`src/rtl/muldiv_unit_if.sv`:
```
// muldiv_unit_if: request/response bundle between the execute stage and the
// iterative multiply/divide unit. The pipeline side uses the master modport,
// the unit uses the slave modport.
interface muldiv_unit_if #(
  parameter int XLEN = 32
);
  logic            flush_i;
  logic            valid_i;
  logic            ready_o;
  logic [2:0]      op_i;
  logic [XLEN-1:0] rs1_i;
  logic [XLEN-1:0] rs2_i;
  logic [4:0]      rd_addr_i;
  logic            valid_o;
  logic            ready_i;
  logic [XLEN-1:0] result_o;
  logic [4:0]      rd_addr_o;
  logic            busy_o;

  modport master (
    output flush_i, valid_i, op_i, rs1_i, rs2_i, rd_addr_i, ready_i,
    input  ready_o, valid_o, result_o, rd_addr_o, busy_o
  );

  modport slave (
    input  flush_i, valid_i, op_i, rs1_i, rs2_i, rd_addr_i, ready_i,
    output ready_o, valid_o, result_o, rd_addr_o, busy_o
  );
endinterface

```
`src/rtl/muldiv_unit.sv`:
```
// muldiv_unit: RV32M/RV64M multiply/divide unit. Multiplies use shift-add and
// divides use restoring division, one bit per cycle over XLEN cycles.
// Divide-by-zero and signed overflow resolve at accept and skip the iterations.
// Optional macro MULDIV_FAST_MUL_EN: multiplies use a single-cycle
// combinational multiplier captured at the accept edge instead.
module muldiv_unit #(
  parameter int XLEN = 32
) (
  input logic           clk_i,
  input logic           rst_i,
  muldiv_unit_if.slave  mdBus
);

  localparam int CNT_W = $clog2(XLEN) + 1;
  localparam logic [CNT_W-1:0] LAST_ITER = CNT_W'(XLEN - 1);

  typedef enum logic [1:0] {IDLE, CALC, DONE} state_t;

  state_t r_state;
  state_t w_nextState;

  logic             w_ready;
  logic             w_valid;
  logic             w_busy;

  logic [2:0]       r_op;
  logic [4:0]       r_rdAddr;
  logic [CNT_W-1:0] r_count;
  logic [XLEN-1:0]  r_result;
  logic [2*XLEN-1:0] r_prod;
  logic [2*XLEN-1:0] r_mcand;
  logic [XLEN-1:0]  r_mplier;
  logic             r_bSigned;
  logic [XLEN-1:0]  r_rem;
  logic [XLEN-1:0]  r_quo;
  logic [XLEN-1:0]  r_divisor;
  logic             r_negQuo;
  logic             r_negRem;

  logic             w_accept;
  logic             w_isDivOp;
  logic             w_divSigned;
  logic             w_divZero;
  logic             w_overflow;
  logic             w_special;
  logic             w_shortcut;
  logic             w_aSigned;
  logic             w_bSigned;
  logic             w_aNeg;
  logic             w_bNeg;
  logic [XLEN-1:0]  w_absA;
  logic [XLEN-1:0]  w_absB;
  logic [2*XLEN-1:0] w_mcandExt;
  logic [2*XLEN-1:0] w_prodNext;
  logic [XLEN:0]    w_remShift;
  logic             w_remGe;
  logic [XLEN-1:0]  w_remDiff;
  logic [XLEN-1:0]  w_remNext;
  logic [XLEN-1:0]  w_quoNext;
  logic [XLEN-1:0]  w_mulResult;
  logic [XLEN-1:0]  w_divResult;
  logic [XLEN-1:0]  w_finalResult;
  logic [XLEN-1:0]  w_specialResult;

  // MUL keeps the low half of the product, MULH/MULHSU/MULHU the high half.
  function automatic logic [XLEN-1:0] mulSelect(input logic [1:0] op,
                                                input logic [2*XLEN-1:0] prod);
    return (op == 2'b00) ? prod[XLEN-1:0] : prod[2*XLEN-1:XLEN];
  endfunction

  // Request decode: signedness, magnitudes and the shortcut cases.
  assign w_accept    = mdBus.valid_i && (r_state == IDLE) && !mdBus.flush_i;
  assign w_isDivOp   = mdBus.op_i[2];
  assign w_divSigned = mdBus.op_i[2] & ~mdBus.op_i[0];
  assign w_aSigned   = ~mdBus.op_i[2] & (mdBus.op_i[1] ^ mdBus.op_i[0]);
  assign w_bSigned   = ~mdBus.op_i[2] & (mdBus.op_i[1:0] == 2'b01);
  assign w_divZero   = (mdBus.rs2_i == '0);
  assign w_overflow  = w_divSigned && (mdBus.rs1_i == {1'b1, {(XLEN-1){1'b0}}})
                       && (mdBus.rs2_i == '1);
  assign w_special   = w_isDivOp && (w_divZero || w_overflow);
  assign w_aNeg      = w_divSigned & mdBus.rs1_i[XLEN-1];
  assign w_bNeg      = w_divSigned & mdBus.rs2_i[XLEN-1];
  assign w_absA      = w_aNeg ? -mdBus.rs1_i : mdBus.rs1_i;
  assign w_absB      = w_bNeg ? -mdBus.rs2_i : mdBus.rs2_i;
  assign w_mcandExt  = {{XLEN{w_aSigned & mdBus.rs1_i[XLEN-1]}}, mdBus.rs1_i};

  assign w_specialResult = w_divZero ? (mdBus.op_i[1] ? mdBus.rs1_i : '1)
                                     : (mdBus.op_i[1] ? '0 : mdBus.rs1_i);

`ifdef MULDIV_FAST_MUL_EN
  logic [2*XLEN-1:0] w_mplierExt;
  logic [2*XLEN-1:0] w_fastProd;
  assign w_mplierExt = {{XLEN{w_bSigned & mdBus.rs2_i[XLEN-1]}}, mdBus.rs2_i};
  assign w_fastProd  = w_mcandExt * w_mplierExt;
  assign w_shortcut  = w_special || !w_isDivOp;
`else
  assign w_shortcut  = w_special;
`endif

  // One shift-add step; a signed multiplier's top bit carries negative weight,
  // so the last step subtracts the shifted multiplicand.
  assign w_prodNext = r_mplier[0]
                      ? ((r_bSigned && (r_count == LAST_ITER)) ? (r_prod - r_mcand)
                                                               : (r_prod + r_mcand))
                      : r_prod;

  // One restoring-division step on magnitudes.
  assign w_remShift = {r_rem, r_quo[XLEN-1]};
  assign w_remGe    = (w_remShift >= {1'b0, r_divisor});
  assign w_remDiff  = w_remShift[XLEN-1:0] - r_divisor;
  assign w_remNext  = w_remGe ? w_remDiff : w_remShift[XLEN-1:0];
  assign w_quoNext  = {r_quo[XLEN-2:0], w_remGe};

  assign w_mulResult   = mulSelect(r_op[1:0], w_prodNext);
  assign w_divResult   = r_op[1] ? (r_negRem ? -w_remNext : w_remNext)
                                 : (r_negQuo ? -w_quoNext : w_quoNext);
  assign w_finalResult = r_op[2] ? w_divResult : w_mulResult;

  // State register.
  always_ff @(posedge clk_i) begin
    if (rst_i) r_state <= IDLE;
    else       r_state <= w_nextState;
  end

  // Next-state logic; flush aborts from any state.
  always_comb begin
    w_nextState = r_state;
    if (mdBus.flush_i) begin
      w_nextState = IDLE;
    end else begin
      case (r_state)
        IDLE: if (w_accept) w_nextState = w_shortcut ? DONE : CALC;
        CALC: if (r_count == LAST_ITER) w_nextState = DONE;
        DONE: if (mdBus.ready_i) w_nextState = IDLE;
        default: w_nextState = IDLE;
      endcase
    end
  end

  // Handshake and stall outputs decoded from the state.
  always_comb begin
    w_ready = (r_state == IDLE);
    w_valid = (r_state == DONE);
    w_busy  = (r_state == CALC) || (r_state == DONE);
  end

  // Datapath: capture at accept, then one iteration per CALC cycle.
  always_ff @(posedge clk_i) begin
    if (rst_i) begin
      r_op      <= '0;
      r_rdAddr  <= '0;
      r_count   <= '0;
      r_result  <= '0;
      r_prod    <= '0;
      r_mcand   <= '0;
      r_mplier  <= '0;
      r_bSigned <= 1'b0;
      r_rem     <= '0;
      r_quo     <= '0;
      r_divisor <= '0;
      r_negQuo  <= 1'b0;
      r_negRem  <= 1'b0;
    end else if (w_accept) begin
      r_op      <= mdBus.op_i;
      r_rdAddr  <= mdBus.rd_addr_i;
      r_count   <= '0;
      r_prod    <= '0;
      r_mcand   <= w_mcandExt;
      r_mplier  <= mdBus.rs2_i;
      r_bSigned <= w_bSigned;
      r_rem     <= '0;
      r_quo     <= w_absA;
      r_divisor <= w_absB;
      r_negQuo  <= w_aNeg ^ w_bNeg;
      r_negRem  <= w_aNeg;
      if (w_special) begin
        r_result <= w_specialResult;
      end
`ifdef MULDIV_FAST_MUL_EN
      else if (!w_isDivOp) begin
        r_result <= mulSelect(mdBus.op_i[1:0], w_fastProd);
      end
`endif
    end else if ((r_state == CALC) && !mdBus.flush_i) begin
      r_prod   <= w_prodNext;
      r_mcand  <= {r_mcand[2*XLEN-2:0], 1'b0};
      r_mplier <= {1'b0, r_mplier[XLEN-1:1]};
      r_rem    <= w_remNext;
      r_quo    <= w_quoNext;
      if (r_count == LAST_ITER) r_result <= w_finalResult;
      else                      r_count  <= r_count + CNT_W'(1);
    end
  end

  assign mdBus.ready_o   = w_ready;
  assign mdBus.valid_o   = w_valid;
  assign mdBus.busy_o    = w_busy;
  assign mdBus.result_o  = r_result;
  assign mdBus.rd_addr_o = r_rdAddr;

endmodule

```
`src/flat_wrapper.sv`:
```
// flat-port wrapper written by rule: the top's interface ports become plain ports
module muldiv_unit_flat 
#(
  parameter int XLEN = 32
)
  (clk_i, rst_i, mdBus_flush_i, mdBus_valid_i, mdBus_op_i, mdBus_rs1_i, mdBus_rs2_i, mdBus_rd_addr_i, mdBus_ready_i, mdBus_ready_o, mdBus_valid_o, mdBus_result_o, mdBus_rd_addr_o, mdBus_busy_o);
  muldiv_unit_if #(.XLEN(XLEN)) mdBus_i ();
  input logic clk_i;
  input logic rst_i;
  input wire logic [$bits(mdBus_i.flush_i)-1:0] mdBus_flush_i;
  input wire logic [$bits(mdBus_i.valid_i)-1:0] mdBus_valid_i;
  input wire logic [$bits(mdBus_i.op_i)-1:0] mdBus_op_i;
  input wire logic [$bits(mdBus_i.rs1_i)-1:0] mdBus_rs1_i;
  input wire logic [$bits(mdBus_i.rs2_i)-1:0] mdBus_rs2_i;
  input wire logic [$bits(mdBus_i.rd_addr_i)-1:0] mdBus_rd_addr_i;
  input wire logic [$bits(mdBus_i.ready_i)-1:0] mdBus_ready_i;
  output wire logic [$bits(mdBus_i.ready_o)-1:0] mdBus_ready_o;
  output wire logic [$bits(mdBus_i.valid_o)-1:0] mdBus_valid_o;
  output wire logic [$bits(mdBus_i.result_o)-1:0] mdBus_result_o;
  output wire logic [$bits(mdBus_i.rd_addr_o)-1:0] mdBus_rd_addr_o;
  output wire logic [$bits(mdBus_i.busy_o)-1:0] mdBus_busy_o;
  assign mdBus_i.flush_i = mdBus_flush_i;
  assign mdBus_i.valid_i = mdBus_valid_i;
  assign mdBus_i.op_i = mdBus_op_i;
  assign mdBus_i.rs1_i = mdBus_rs1_i;
  assign mdBus_i.rs2_i = mdBus_rs2_i;
  assign mdBus_i.rd_addr_i = mdBus_rd_addr_i;
  assign mdBus_i.ready_i = mdBus_ready_i;
  assign mdBus_ready_o = mdBus_i.ready_o;
  assign mdBus_valid_o = mdBus_i.valid_o;
  assign mdBus_result_o = mdBus_i.result_o;
  assign mdBus_rd_addr_o = mdBus_i.rd_addr_o;
  assign mdBus_busy_o = mdBus_i.busy_o;
  muldiv_unit #(.XLEN(XLEN)) u_core (.clk_i(clk_i), .rst_i(rst_i), .mdBus(mdBus_i));
endmodule
```
`config.mk`:
```
export PLATFORM = sky130hd
export DESIGN_NAME = muldiv_unit_flat
export DESIGN_NICKNAME = d
export VERILOG_FILES = /design/src/rtl/muldiv_unit_if.sv /design/src/rtl/muldiv_unit.sv /design/src/flat_wrapper.sv
export SDC_FILE = /design/constraint.sdc
export NUM_CORES = 1
export LEC_CHECK = 0
export BUFFER_PORTS_ARGS = -buffer_cell sky130_fd_sc_hd__buf_2
export CAP_MARGIN = 15
export CORE_UTILIZATION = 30
export CTS_BUF_LIST = sky130_fd_sc_hd__clkbuf_4
export CTS_CLUSTER_DIAMETER = 200
export CTS_CLUSTER_SIZE = 28
export DETAILED_ROUTE_END_ITERATION = 8
export GPL_ROUTABILITY_DRIVEN = 0
export PLACE_DENSITY_LB_ADDON = 0.2
export SYNTH_ARGS = -nofsm -noshare
export SYNTH_HDL_FRONTEND = slang
export SYNTH_SLANG_ARGS = --single-unit
```
`constraint.sdc`:
```
create_clock -name clk_i -period 16.9 [get_ports clk_i]
set_input_delay 3.38 -clock clk_i [delete_from_list [all_inputs] [get_ports clk_i]]
set_output_delay 3.38 -clock clk_i [all_outputs]
set_load 0.02 [all_outputs]
```
# Word-level counts from Yosys, hierarchy flattened

Cells that the tools add are included.

Logic and storage cells: 92
Flip-flop bits (word level): 307
Bits of input ports: 77
Output and inout bits: 40

Muxes and demuxes: 28
$add $sub $neg: 8
Equal/unequal tests: 10
Bitwise gates (word level): 11
Magnitude comparators: 1
Reduce and logical (&&, ||, !) cells: 20

Operators with widths:

| kind                 | count |
|---|---|
| $mux 32              | 19 |
| $mux 64              | 4 |
| $neg 32->32          | 4 |
| $add 64x64->64       | 1 |
| $eq 32x32->1 const B | 2 |
| $sub 64x64->64       | 1 |
| $ge 33x32->1         | 1 |
| $logic_not 32->1     | 1 |
| $sub 32x32->32       | 1 |
| $mux 2               | 4 |
| $logic_and 1x1->1    | 7 |
| $add 6x1->6 const B  | 1 |
| $and 1x1->1          | 6 |
| $eq 6x5->1 const B   | 1 |
| $pmux 2 s3           | 1 |
| $reduce_and 3->1     | 2 |
| $eq 2x1->1 const B   | 2 |
| $logic_not 2->1      | 2 |
| $ne 2x1->1 const B   | 2 |
| $ne 2x2->1 const B   | 2 |
| $reduce_bool 2->1    | 2 |
| $reduce_or 2->1      | 2 |
| $not 1->1            | 3 |
| $eq 2x2->1 const B   | 1 |
| other kinds (4)      | 6 |

# Logic depth before layout (Yosys ltp)

Word-level depth: 9
Mapped depth: 26

# Worst setup path before layout

OpenSTA, ideal clock, no wires.

Path type: input -> register
Start: input port mdBus_rs2_i[6]
End: register u_core.r_result[27], in the netlist u_core.mdBus.result_o[27]
Required time: 16.766 ns
Setup time: 0.134 ns
Cell stages on the path: 12
Path buffers: 1
Path slack: 10.561 ns
Data arrival time: 6.205 ns
Path through: or4_1 nor4b_2 nor4b_4 nand4_2 nor4_4 a31oi_2 o21a_1 buf_2 a311oi_1 o221ai_1 a21oi_1 a41oi_1

Longest elaborated chain between the ends: 6

Ends and longest elaborated chain:

| what                              | line               | text |
|---|---|---|
| start, declared                   | flat_wrapper.sv:14 | `input wire logic [$bits(mdBus_i.rs2_i)-1:0] mdBus_rs2_i;` |
| $eq 32x32->1                      | muldiv_unit.sv:79  | `&& (mdBus.rs2_i == '1);` |
| $logic_and 1x1->1                 | muldiv_unit.sv:79  |  |
| $logic_or 1x1->1                  | muldiv_unit.sv:80  | `assign w_special = w_isDivOp && (w_divZero \|\| w_overflow);` |
| $logic_and 1x1->1                 | muldiv_unit.sv:80  |  |
| $ne 2x2->1 (no source line)       | -                  |  |
| $reduce_and 3->1 (no source line) | -                  |  |
| end signal, assigned              | muldiv_unit.sv:177 | `r_result <= w_specialResult;` |
| end signal, assigned              | muldiv_unit.sv:190 | `if (r_count == LAST_ITER) r_result <= w_finalResult;` |
| end, declared                     | muldiv_unit.sv:29  | `logic [XLEN-1:0] r_result;` |

Parallel ways exist; a longest one is shown, timed or not. The select of a mux whose other input is x is not followed.
A chain may end at the register's enable or synchronous reset.

# Final worst setup path

Start: register u_core.r_mcand[2]
End: register u_core.r_result[30], in the netlist u_core.mdBus.result_o[30]

Longest elaborated chain between the ends: 8

Ends and longest elaborated chain:

| what                                             | line                                   | text |
|---|---|---|
| start, declared                                  | muldiv_unit.sv:31                      | `logic [2*XLEN-1:0] r_mcand;` |
| start signal, assigned                           | muldiv_unit.sv:168                     | `r_mcand <= w_mcandExt;` |
| start signal, assigned                           | muldiv_unit.sv:186                     | `r_mcand <= {r_mcand[2*XLEN-2:0], 1'b0};` |
| $add 64x64->64 or $sub 64x64->64 (tied branches) | muldiv_unit.sv:104, muldiv_unit.sv:103 |  |
| $mux 64 * (2 in a row)                           | muldiv_unit.sv:103                     | `? ((r_bSigned && (r_count == LAST_ITER)) ? (r_prod - r_mcand)` |
| $mux 32 *                                        | muldiv_unit.sv:68                      | `return (op == 2'b00) ? prod[XLEN-1:0] : prod[2*XLEN-1:XLEN];` |
| $mux 32 *                                        | muldiv_unit.sv:117                     | `assign w_finalResult = r_op[2] ? w_divResult : w_mulResult;` |
| $mux 32 *                                        | muldiv_unit.sv:190                     |  |
| $mux 32 *                                        | muldiv_unit.sv:184                     | `end else if ((r_state == CALC) && !mdBus.flush_i) begin` |
| $mux 32 *                                        | muldiv_unit.sv:163                     | `end else if (w_accept) begin` |

Mark *: on every way between the ends. The rest lies on a longest branch, timed or not. The select of a mux whose other input is x is not followed.

==> results.sh <==
export IMPL_status="complete, no violations"
export IMPL_grt_pass1_wl_um=143000
export IMPL_endpoint_kind="flop"
export IMPL_slowest_delay_ns=0.75
export IMPL_synth_mux_area_frac=0.0290
export IMPL_die_h_um=284
export IMPL_stdcell_count=4253
export IMPL_switching_share=0.436
export IMPL_seq_power_share=0.426
export IMPL_p_per_area_nw_per_um2=74.7
export IMPL_clockRootBuffer="clkbuf_4"
export IMPL_startpoint_type="flop"
export IMPL_slowest_stage="or4_1"
export IMPL_met3_usage=0.0368
export IMPL_slew_headroom=0.296
export IMPL_yosysTopAreaCell="dfxtp_1"
export IMPL_routed_wl_um=94900
export IMPL_syn_num_nets=3452
export IMPL_hold_slack_ns=0.469
export IMPL_cp_max_fo=8
export IMPL_firstDrtPassIters=6
export IMPL_synthTopCellsByArea="dfxtp_1, a21oi_1, nand2_1"
export IMPL_vias_per_cell=5.71
export IMPL_synth_edf_count=0
export IMPL_synth_xor_area_share=0.0914
export IMPL_fp_dieArea_um2=80700
export IMPL_power_frac_comb=0.415
export IMPL_maxCapViolCount=0
export IMPL_worst_pin_slew_ns=1.06
export IMPL_clk_insertion_delay_late_ns=0.88
export IMPL_leakage_nw=9.62
export IMPL_dp_cells=4234
export IMPL_post_route_min_period_ns=6.86
export IMPL_grtUsageTotal=0.227
export IMPL_finalSetupTns_ns=0
export IMPL_synthFlopType="dfxtp_1"
export IMPL_io_pins=117
export IMPL_switching_power_uw=825
export IMPL_die_x_um=284
export IMPL_syn_to_final_growth_pct=6.22
export IMPL_drc=0
export IMPL_design_area_um2=25300
export IMPL_synthArstFlopShare=0
export IMPL_dp_hpwl_um=71300
export IMPL_place_area_um2=25200
export IMPL_synth_top_cell_area_share=0.258
export IMPL_p_clk_frac=0.159
export IMPL_worstSetupPathType="flop to flop"
export IMPL_post_place_ws_ns=9.25
export IMPL_syn_inst=3267
export IMPL_grt_pass1_vias=22200
export IMPL_path_cells="or3_1 -> nor3b_2 -> nand2_1 -> or3_1 -> nor2_1 -> nand4_1 -> or4_1 -> or3_1 -> nand2_1 -> xor2_1 -> ha_1 -> a21o_1 -> a21oi_1 -> o21ai_0 -> a221oi_1 -> o21ai_0 -> a311o_1 -> a31oi_1 -> and3_1 -> a211oi_1 -> o221a_2 -> a311oi_1"
export IMPL_hold_viol=0
export IMPL_synth_top_family_by_area="compound AO/OA/AOI/OAI gates"
export IMPL_yosysSeqAreaShare=0.258
export IMPL_use_met1=0.341
export IMPL_cts_path_max_buffers=3
export IMPL_ys_ff_latch=307
export IMPL_grt_max_degree=168
export IMPL_post_cts_buffers=0
export IMPL_groute_layer_met2_usage=0.341
export IMPL_cts_resized=0
export IMPL_cts_buffers=14
export IMPL_rsz0062_at_grt="no"
export IMPL_cts_tree="done"
export IMPL_clk_pin_slew_worst_paths_ns=0.31
export IMPL_antenna_left=0
export IMPL_htreeDepth=1
export IMPL_syn_area_um2=23900
export IMPL_drive_gt1_frac=0.0709
export IMPL_synth_compound_area_share=0.285
export IMPL_timing_final_ws_setup_ns=10.04
export IMPL_cpMostUsedCell="or3_1"
export IMPL_antenna_found_initial=7
export IMPL_cp_required_ns=17.66
export IMPL_arrival_ns=7.62
export IMPL_synth_cell_type_count=93
export IMPL_hp_class="flop to flop"
export IMPL_final_nets=3385
export IMPL_synthAdderAreaFrac=0.0652
export IMPL_synth_avg_cell_area_um2=7.30
export IMPL_row_count=103
export IMPL_fin_worst_skew_ns=0.0931
export IMPL_start_util=0.303
export IMPL_fin_crit_sh=0.406
export IMPL_irDropWorstVdd_mv=0.0437
export IMPL_top_usage_layer="met2"
export IMPL_gr_total_overflow=0
export IMPL_max_freq_mhz=146
export IMPL_p_int_mw=1.07
export IMPL_io_buffers=116
export IMPL_vias=24300
export IMPL_core_um2=78900
export IMPL_cts_sinks=307
export IMPL_ctsHoldBuffers=0
export IMPL_wire_per_inst_um=22.3
export IMPL_slew_viol_final=0
export IMPL_setup_viol=0
export IMPL_drtIter0Drc=2591
export IMPL_yosys_warnings=0
export IMPL_synthSimpleGateAreaFrac=0.219
## registers in the layout, summed over array words and instances (netlist names)
register	cells
u_core.mdBus.rd_addr_o	5
u_core.r_mplier	32
u_core.r_negRem	1
u_core.r_negQuo	1
u_core.r_bSigned	1
u_core.r_op	3
u_core.r_rem	32
u_core.r_quo	32
u_core.r_count	6
u_core.r_mcand	64
u_core.r_divisor	32
u_core.r_prod	64
u_core.r_state	2
u_core.mdBus.result_o	32
## stage by stage
stage | utilization | total power, mW
after floorplan | - | 1.36
after global placement | 0.320 | 1.59
after detailed placement | 0.320 | 1.59
after CTS | 0.321 | 1.90
after global routing | 0.321 | 2.00
final | 0.321 | 1.89
## area by class of cell
| class | count | area (um2) |
|---|---|---|
| Antenna cell | 3 | 7.51 |
| Tap cell | 1050 | 1310 |
| Fill cell | 8667 | 53500 |
| Multi-Input combinational cell | 2633 | 16500 |
| Clock buffer | 16 | 120 |
| Sequential cell | 307 | 6150 |
| Inverter | 93 | 349 |
| Timing Repair Buffer | 151 | 862 |
## layer usage
metal,vias up,routed length (um)
li1,11700,-
met3,61,7670
met1,11600,46000
met5,-,18
met4,4,1140
met2,871,40200
## cells in the final DEF, fill, tap and decap left out, drive strengths merged, types with 11 or more instances in the layout
| cell | instances |
|---|---|
| nand2 | 417 |
| nor2 | 362 |
| a21oi | 356 |
| dfxtp | 307 |
| buf | 151 |
| o21ai | 149 |
| xor2 | 129 |
| xnor2 | 120 |
| a211oi | 107 |
| ha | 106 |
| nor3 | 103 |
| inv | 90 |
| nand3 | 72 |
| a21o | 62 |
| a32oi | 60 |
| mux2i | 50 |
| a311oi | 49 |
| o31ai | 47 |
| nand4 | 37 |
| or3 | 32 |
| a31oi | 27 |
| o41ai | 23 |
| nor4 | 22 |
| and3 | 20 |
| nor2b | 20 |
| nand2b | 20 |
| maj3 | 19 |
| o21bai | 17 |
| a221oi | 17 |
| clkbuf | 16 |
| o221ai | 14 |
| or4 | 13 |
| o211ai | 13 |
| and2 | 12 |
| o21a | 12 |
| or2 | 12 |
| a21boi | 11 |
## logic make-up after synthesis
family	Yosys count
fa+ha+maj	127
buf+inv	327
xor+xnor	249
mux	62
compound gates	1033
flops	307
simple gates	1162
## power groups by stage
stage                     sequential (mW)  clock (mW)  combinational [mW]
after global placement              0.817           0               0.777
after floorplan                     0.804           0               0.552
after CTS                           0.805       0.313               0.778
final                               0.806       0.301               0.786
after detailed placement            0.817           0               0.774
after global routing                0.812       0.333               0.858
## synthesized netlist by cell type (26+ instances only)
cell type	instances
or3_1	30
xnor2_1	120
dfxtp_1	307
xor2_1	129
a211oi_1	107
o21ai_0	123
nand2_1	417
a311oi_1	49
nand4_1	36
nor2_1	362
nor3_1	103
a21o_1	62
a32oi_1	60
clkbuf_1	199
a31oi_1	26
mux2i_1	50
inv_1	89
o31ai_1	45
a21oi_1	354
ha_1	106
nand3_1	71
## critical path, delay by kind of cell, from the launching register on
kind,cells,cell delay [ns]
adder cells (fa/ha/maj),1,0.32
AND/OR/NAND/NOR,10,3.69
flip-flops,1,0.45
AO/OA/AOI/OAI,10,2.16
XOR/XNOR,1,0.16
## path summary, 6_finish.rpt
kind / start / to / slack (ns) / cells past startpoint
max reg2reg: u_core.r_mcand[2] / u_core.mdBus.result_o[30] / 10.04 / 22
min reg2reg: u_core.mdBus.rd_addr_o[0] / u_core.mdBus.rd_addr_o[0] / 0.47 / 2
max: u_core.r_mcand[2] / u_core.mdBus.result_o[30] / 10.04 / 22
min: u_core.mdBus.rd_addr_o[0] / u_core.mdBus.rd_addr_o[0] / 0.47 / 2
No activity file was read; power rests on OpenSTA's default activity.
